<file path="src/rtl/icache_2way.sv">
// Two-way set-associative instruction cache with true-LRU replacement,
// a captured-address refill FSM, whole-cache flush and saturating hit/miss counters.
module icache_2way #(
    parameter int ADDR_W     = 10,
    parameter int SETS       = 8,
    parameter int LINE_WORDS = 4,
    parameter int COUNT_W    = 16
) (
    input  logic                                      clk,
    input  logic                                      reset,
    input  logic                                      cpu_read,
    input  logic [ADDR_W-1:0]                         cpu_address,
    output logic [31:0]                               cpu_instruction,
    output logic                                      cpu_busywait,
    input  logic                                      flush,
    output logic                                      mem_read,
    output logic [ADDR_W-3-$clog2(LINE_WORDS):0]      mem_address,
    input  logic                                      mem_busywait,
    input  logic [32*LINE_WORDS-1:0]                  mem_readblock,
    output logic [COUNT_W-1:0]                        hit_count,
    output logic [COUNT_W-1:0]                        miss_count
);
    localparam int OFF_W  = $clog2(LINE_WORDS);
    localparam int IDX_W  = $clog2(SETS);
    localparam int TAG_W  = ADDR_W - 2 - OFF_W - IDX_W;
    localparam int LINE_W = 32 * LINE_WORDS;
    localparam int MA_W   = ADDR_W - 2 - OFF_W;

    typedef enum logic [1:0] {S_IDLE, S_REFILL, S_FLUSH} state_t;

    state_t r_state, w_next;

    logic [SETS-1:0]   r_vld0, r_vld1, r_lru;
    logic [TAG_W-1:0]  r_tag0 [SETS];
    logic [TAG_W-1:0]  r_tag1 [SETS];
    logic [LINE_W-1:0] r_dat0 [SETS];
    logic [LINE_W-1:0] r_dat1 [SETS];

    logic [MA_W-1:0]    r_mem_address;
    logic               r_mem_read;
    logic               r_victim;
    logic               r_flush_pend;
    logic [IDX_W-1:0]   r_set_cnt;
    logic [COUNT_W-1:0] r_hit_count, r_miss_count;

    logic [OFF_W-1:0]  w_off;
    logic [IDX_W-1:0]  w_idx, w_miss_idx;
    logic [TAG_W-1:0]  w_tag, w_miss_tag;
    logic              w_hit0, w_hit1, w_hit;
    logic [LINE_W-1:0] w_line;
    logic [31:0]       w_word;
    logic              w_req_hit, w_req_miss, w_fill;
    logic              w_unused_addr;

    function automatic logic [COUNT_W-1:0] sat_inc(input logic [COUNT_W-1:0] v);
        return (&v) ? v : v + {{(COUNT_W-1){1'b0}}, 1'b1};
    endfunction

    assign w_unused_addr = ^cpu_address[1:0];
    assign w_off      = cpu_address[2 +: OFF_W];
    assign w_idx      = cpu_address[2+OFF_W +: IDX_W];
    assign w_tag      = cpu_address[ADDR_W-1 -: TAG_W];
    // The refill target lives in the registered memory address, so it cannot drift.
    assign w_miss_idx = r_mem_address[IDX_W-1:0];
    assign w_miss_tag = r_mem_address[MA_W-1 -: TAG_W];

    assign w_hit0 = r_vld0[w_idx] && (r_tag0[w_idx] == w_tag);
    assign w_hit1 = r_vld1[w_idx] && (r_tag1[w_idx] == w_tag);
    assign w_hit  = w_hit0 || w_hit1;
    assign w_line = w_hit1 ? r_dat1[w_idx] : r_dat0[w_idx];
    assign w_word = w_line[{w_off, 5'd0} +: 32];
    assign w_fill = (r_state == S_REFILL) && !mem_busywait;

    assign mem_read    = r_mem_read;
    assign mem_address = r_mem_address;
    assign hit_count   = r_hit_count;
    assign miss_count  = r_miss_count;

    always_ff @(posedge clk) begin
        if (reset) r_state <= S_IDLE;
        else       r_state <= w_next;
    end

    always_comb begin
        w_next          = r_state;
        cpu_busywait    = 1'b0;
        cpu_instruction = '0;
        w_req_hit       = 1'b0;
        w_req_miss      = 1'b0;
        case (r_state)
            S_IDLE: begin
                if (flush) begin
                    w_next       = S_FLUSH;
                    cpu_busywait = cpu_read;
                end else if (cpu_read) begin
                    if (w_hit) begin
                        cpu_instruction = w_word;
                        w_req_hit       = 1'b1;
                    end else begin
                        cpu_busywait = 1'b1;
                        w_req_miss   = 1'b1;
                        w_next       = S_REFILL;
                    end
                end
            end
            S_REFILL: begin
                cpu_busywait = 1'b1;
                if (!mem_busywait) w_next = (r_flush_pend || flush) ? S_FLUSH : S_IDLE;
            end
            S_FLUSH: begin
                cpu_busywait = 1'b1;
                if (r_set_cnt == IDX_W'(SETS-1)) w_next = S_IDLE;
            end
            default: w_next = S_IDLE;
        endcase
    end

    always_ff @(posedge clk) begin
        if (reset) begin
            r_vld0        <= '0;
            r_vld1        <= '0;
            r_lru         <= '0;
            r_mem_address <= '0;
            r_mem_read    <= 1'b0;
            r_victim      <= 1'b0;
            r_flush_pend  <= 1'b0;
            r_set_cnt     <= '0;
            r_hit_count   <= '0;
            r_miss_count  <= '0;
        end else begin
            if (w_req_hit) begin
                r_lru[w_idx] <= w_hit0;
                r_hit_count  <= sat_inc(r_hit_count);
            end
            if (w_req_miss) begin
                r_mem_address <= {w_tag, w_idx};
                r_mem_read    <= 1'b1;
                r_victim      <= r_lru[w_idx];
                r_miss_count  <= sat_inc(r_miss_count);
            end
            if (w_fill) begin
                if (r_victim) r_vld1[w_miss_idx] <= 1'b1;
                else          r_vld0[w_miss_idx] <= 1'b1;
                r_lru[w_miss_idx] <= ~r_victim;
                r_mem_read        <= 1'b0;
                r_flush_pend      <= 1'b0;
            end else if (r_state == S_REFILL && flush) begin
                r_flush_pend <= 1'b1;
            end
            // One set is invalidated per cycle; the counter wraps back to 0 on exit.
            if (r_state == S_FLUSH) begin
                r_vld0[r_set_cnt] <= 1'b0;
                r_vld1[r_set_cnt] <= 1'b0;
                r_lru[r_set_cnt]  <= 1'b0;
                r_set_cnt         <= r_set_cnt + IDX_W'(1);
            end
        end
    end

    always_ff @(posedge clk) begin
        if (w_fill) begin
            if (r_victim) begin
                r_tag1[w_miss_idx] <= w_miss_tag;
                r_dat1[w_miss_idx] <= mem_readblock;
            end else begin
                r_tag0[w_miss_idx] <= w_miss_tag;
                r_dat0[w_miss_idx] <= mem_readblock;
            end
        end
    end
endmodule

</file>
<file path="config.mk">
export PLATFORM = sky130hd
export DESIGN_NAME = icache_2way
export DESIGN_NICKNAME = d
export VERILOG_FILES = /design/src/rtl/icache_2way.sv
export SDC_FILE = /design/constraint.sdc
export NUM_CORES = 2
export LEC_CHECK = 0
export BUFFER_PORTS_ARGS = -buffer_cell sky130_fd_sc_hd__buf_2
export CORE_ASPECT_RATIO = 0.75
export CORE_UTILIZATION = 35
export DETAILED_ROUTE_END_ITERATION = 6
export GPL_ROUTABILITY_DRIVEN = 0
export PLACE_DENSITY_LB_ADDON = 0.12
export REMOVE_ABC_BUFFERS = 1
export SLEW_MARGIN = 40
export SYNTH_ARGS = -nofsm -noshare
export SYNTH_HDL_FRONTEND = slang
export SYNTH_SLANG_ARGS = --single-unit
</file>
<file path="constraint.sdc">
create_clock -name clk -period 22 [get_ports clk]
set_clock_uncertainty 0.15 [all_clocks]
set_input_delay 4.4 -clock clk [delete_from_list [all_inputs] [get_ports clk]]
set_output_delay 4.4 -clock clk [all_outputs]
set_load 0.01 [all_outputs]
</file>
==> results.cfg <==
[pwr]
p_leak_nw = 29.5
power_w = 0.00860
ir_worst_vdd_uv = 57.1
cellPowerDensity_nw_per_um2 = 91.8

[floorplan]
start_util = 0.352
dieWidth_um = 560
core_area_um2 = 232000
ios = 215
dieHeight_um = 420
dieArea_um2 = 235000
rows = 153

[setup_path]
critical_path_required_ps = 17450
crit_type = input pin to output port
critPathCaptureType = output port
cp_slowest_cell = buf_6
critPathLaunchType = input pin
cp.arrival_ps = 10120
worst-path-max-fanout = 80
max_stage_delay_ps = 620
cp_cell_sequence = buf_8 > buf_4 > buf_12 > and2_1 > buf_4 > a22oi_1 > a21oi_1 > a2bb2oi_1 > and2_4 > buf_6 > buf_6 > a211oi_1 > a311o_1 > a21oi_1 > buf_2

[detailed_routing]
drt_first_pass_iters = 7
wl_per_cell_um = 32.0
postRouteAntennaNets = 0
drtIter0Drc = 4780
dr_total_vias = 48000
drc = 18
routed_wl_um = 269000
viasPerCell = 5.71

[grt]
first_global_vias = 46800
grt_max_degree = 109
grt_pass1_wl_um = 372000
grt_antenna_before_repair = 66
track_usage = 0.224
overflow = 0

[finish]
final_core_util = 0.404
area_growth_pct = 14.7
drive_above_1_share = 0.160
fin_area_um2 = 93700
layout.nets = 5270

[logic_synthesis]
synth-edff-count = 2096
yosysTopAreaCell = edfxtp_1
yosysTopAreaCellShare = 0.770
ys_seq_area_frac = 0.787
synth_cells = 4886
synth_warnings = 0
synthesis.area_um2 = 81700
async_flop_share = 0
ys_ff_latch = 2166
avgSynthCellArea_um2 = 16.7
synth.area.top_cells = edfxtp_1 77%, o22ai_1 4.0%, mux2i_1 1.8%
synthFlopType = edfxtp_1
yosys.cell_types.count = 69

[timing]
rsz0062_at_grt = false
setup_tns_ps = 0
fin_crit_ps = 14670
timing.fmax_mhz = 68.2
timing.final.crit_share = 0.667
setup_violations = 0
slew_viol_final = 0
worstMarginPinSlew_ps = 912
setup_ws_ps = 7330
hold_viol = 0
max_slew_margin = 0.392

[clock_tree]
cts_hold_buf = 0
clock_sinks = 2166
cts_root_buf = clkbuf_16
clk_latency_ps = 860
clock_path_buffers = 4
cts_max_level = 4
cts_resized = 0
clk_pin_slew_ps = 50
cts_setup_buffers = 0
cts_tree = built
numCtsBuffers = 219

[placed_design]
pre_cts_ws_ps = 7060
dp_hpwl_um = 133000
place_area_um2 = 86900
placement.io_buffers = 212

[hold_path]
hold_class = flop to flop

[run_status]
status = complete, but fails checks
violations = design-rule violations

[job]
cap_violations = 0
-- layout by cell type, fill, tap and decap left out, types with 126 or more instances in the layout --
master,n
edfxtp_1,2096
o22ai_1,518
nor2_1,284
o21ai_0,251
clkbuf_16,223
buf_2,207
a21oi_1,161
mux2i_1,148
nand2_1,129
mux2_2,126
-- path summary, 6_finish.rpt --
check / endpoint / cells past startpoint / startpoint / slack, ps
worst max-delay path: cpu_instruction[29] / 15 / cpu_address[4] / 7330
worst min-delay path: r_vld1[2]$_SDFF_PP0_ / 1 / r_vld1[2]$_SDFF_PP0_ / 310
worst max register to register: r_dat1[3][33]$_DFFE_PP_ / 10 / r_state[1]$_SDFFE_PP0P_ / 16330
worst min register to register: r_vld1[2]$_SDFF_PP0_ / 1 / r_vld1[2]$_SDFF_PP0_ / 310
-- cell type report --
class                           instances  area, um^2
Sequential cell                      2166       64300
Clock buffer                          282        5840
Clock inverter                        112         952
Fill cell                           21200      138000
Tap cell                             3100        3880
Multi-Input combinational cell       2379       16100
Timing Repair Buffer                  341        2560
Antenna cell                           15        37.5
Inverter                               12        45.0
-- per-layer routing --
layer | vias to the layer above | GRT usage | wire [um]
met2 | 1671 | 0.350 | 122000
li1 | 20400 | - | -
met4 | 30 | 0.0518 | 5750
met5 | - | 0.00594 | 173
met1 | 25500 | 0.324 | 123000
met3 | 411 | 0.0385 | 17600
-- cell usage after synthesis, types with 16 or more instances --
master	n
a211oi_1	48
a21oi_1	161
a311o_1	18
a311oi_1	20
buf_1	61
buf_2	88
buf_4	24
clkbuf_1	151
dfxtp_1	70
edfxtp_1	2096
mux2_2	126
mux2i_1	148
mux4_2	39
nand2_1	137
nand2b_1	19
nand3_1	37
nor2_1	291
nor2b_1	20
nor3_1	84
nor4_1	99
o211ai_1	40
o21a_1	16
o21ai_0	251
o221ai_1	40
o22a_1	70
o22ai_1	518
o311ai_0	27
or3_1	23
-- where the power goes --
group	total, W	internal, W	switching [W]
sequential	0.00455	0.00454	0.00000890
clock	0.00364	0.00206	0.00158
combinational	0.000419	0.000117	0.000301
-- worst max-delay path: cells and delay by family --
family | cells | cell delay (ps)
and+or+nand+nor | 2 | 730
buffers and inverters | 7 | 2940
AOI/OAI and AO/OA | 6 | 1810
-- flip-flops by register name, summed over array words and instances, names as in the netlist --
| register | cells |
|---|---|
| r_dat0 | 1024 |
| r_state | 2 |
| r_victim | 1 |
| r_lru | 8 |
| hit_count | 16 |
| r_set_cnt | 3 |
| mem_address | 6 |
| mem_read | 1 |
| miss_count | 16 |
| r_flush_pend | 1 |
| r_tag0 | 24 |
| r_vld0 | 8 |
| r_tag1 | 24 |
| r_vld1 | 8 |
| r_dat1 | 1024 |
-- logic make-up after synthesis --
group                      after synthesis  share of synthesized area
AOI/OAI and AO/OA                     1301                      0.103
xor gates and xnor gates                 3                   0.000322
adders and majority gates                8                    0.00123
buffers and inverters                  341                     0.0186
DFF                                   2166                      0.787
muxes                                  313                     0.0462
and+or+nand+nor                        754                     0.0432
-- through the flow --
stage          instances  hold WS [ps]
3_3_place_gp        7984           293
6_report            8407           313
5_1_grt             8400           335
3_5_place_dp        7997           303
2_1_floorplan       4557           285
4_1_cts             8391           317
(Power assumes the default switching activity.)
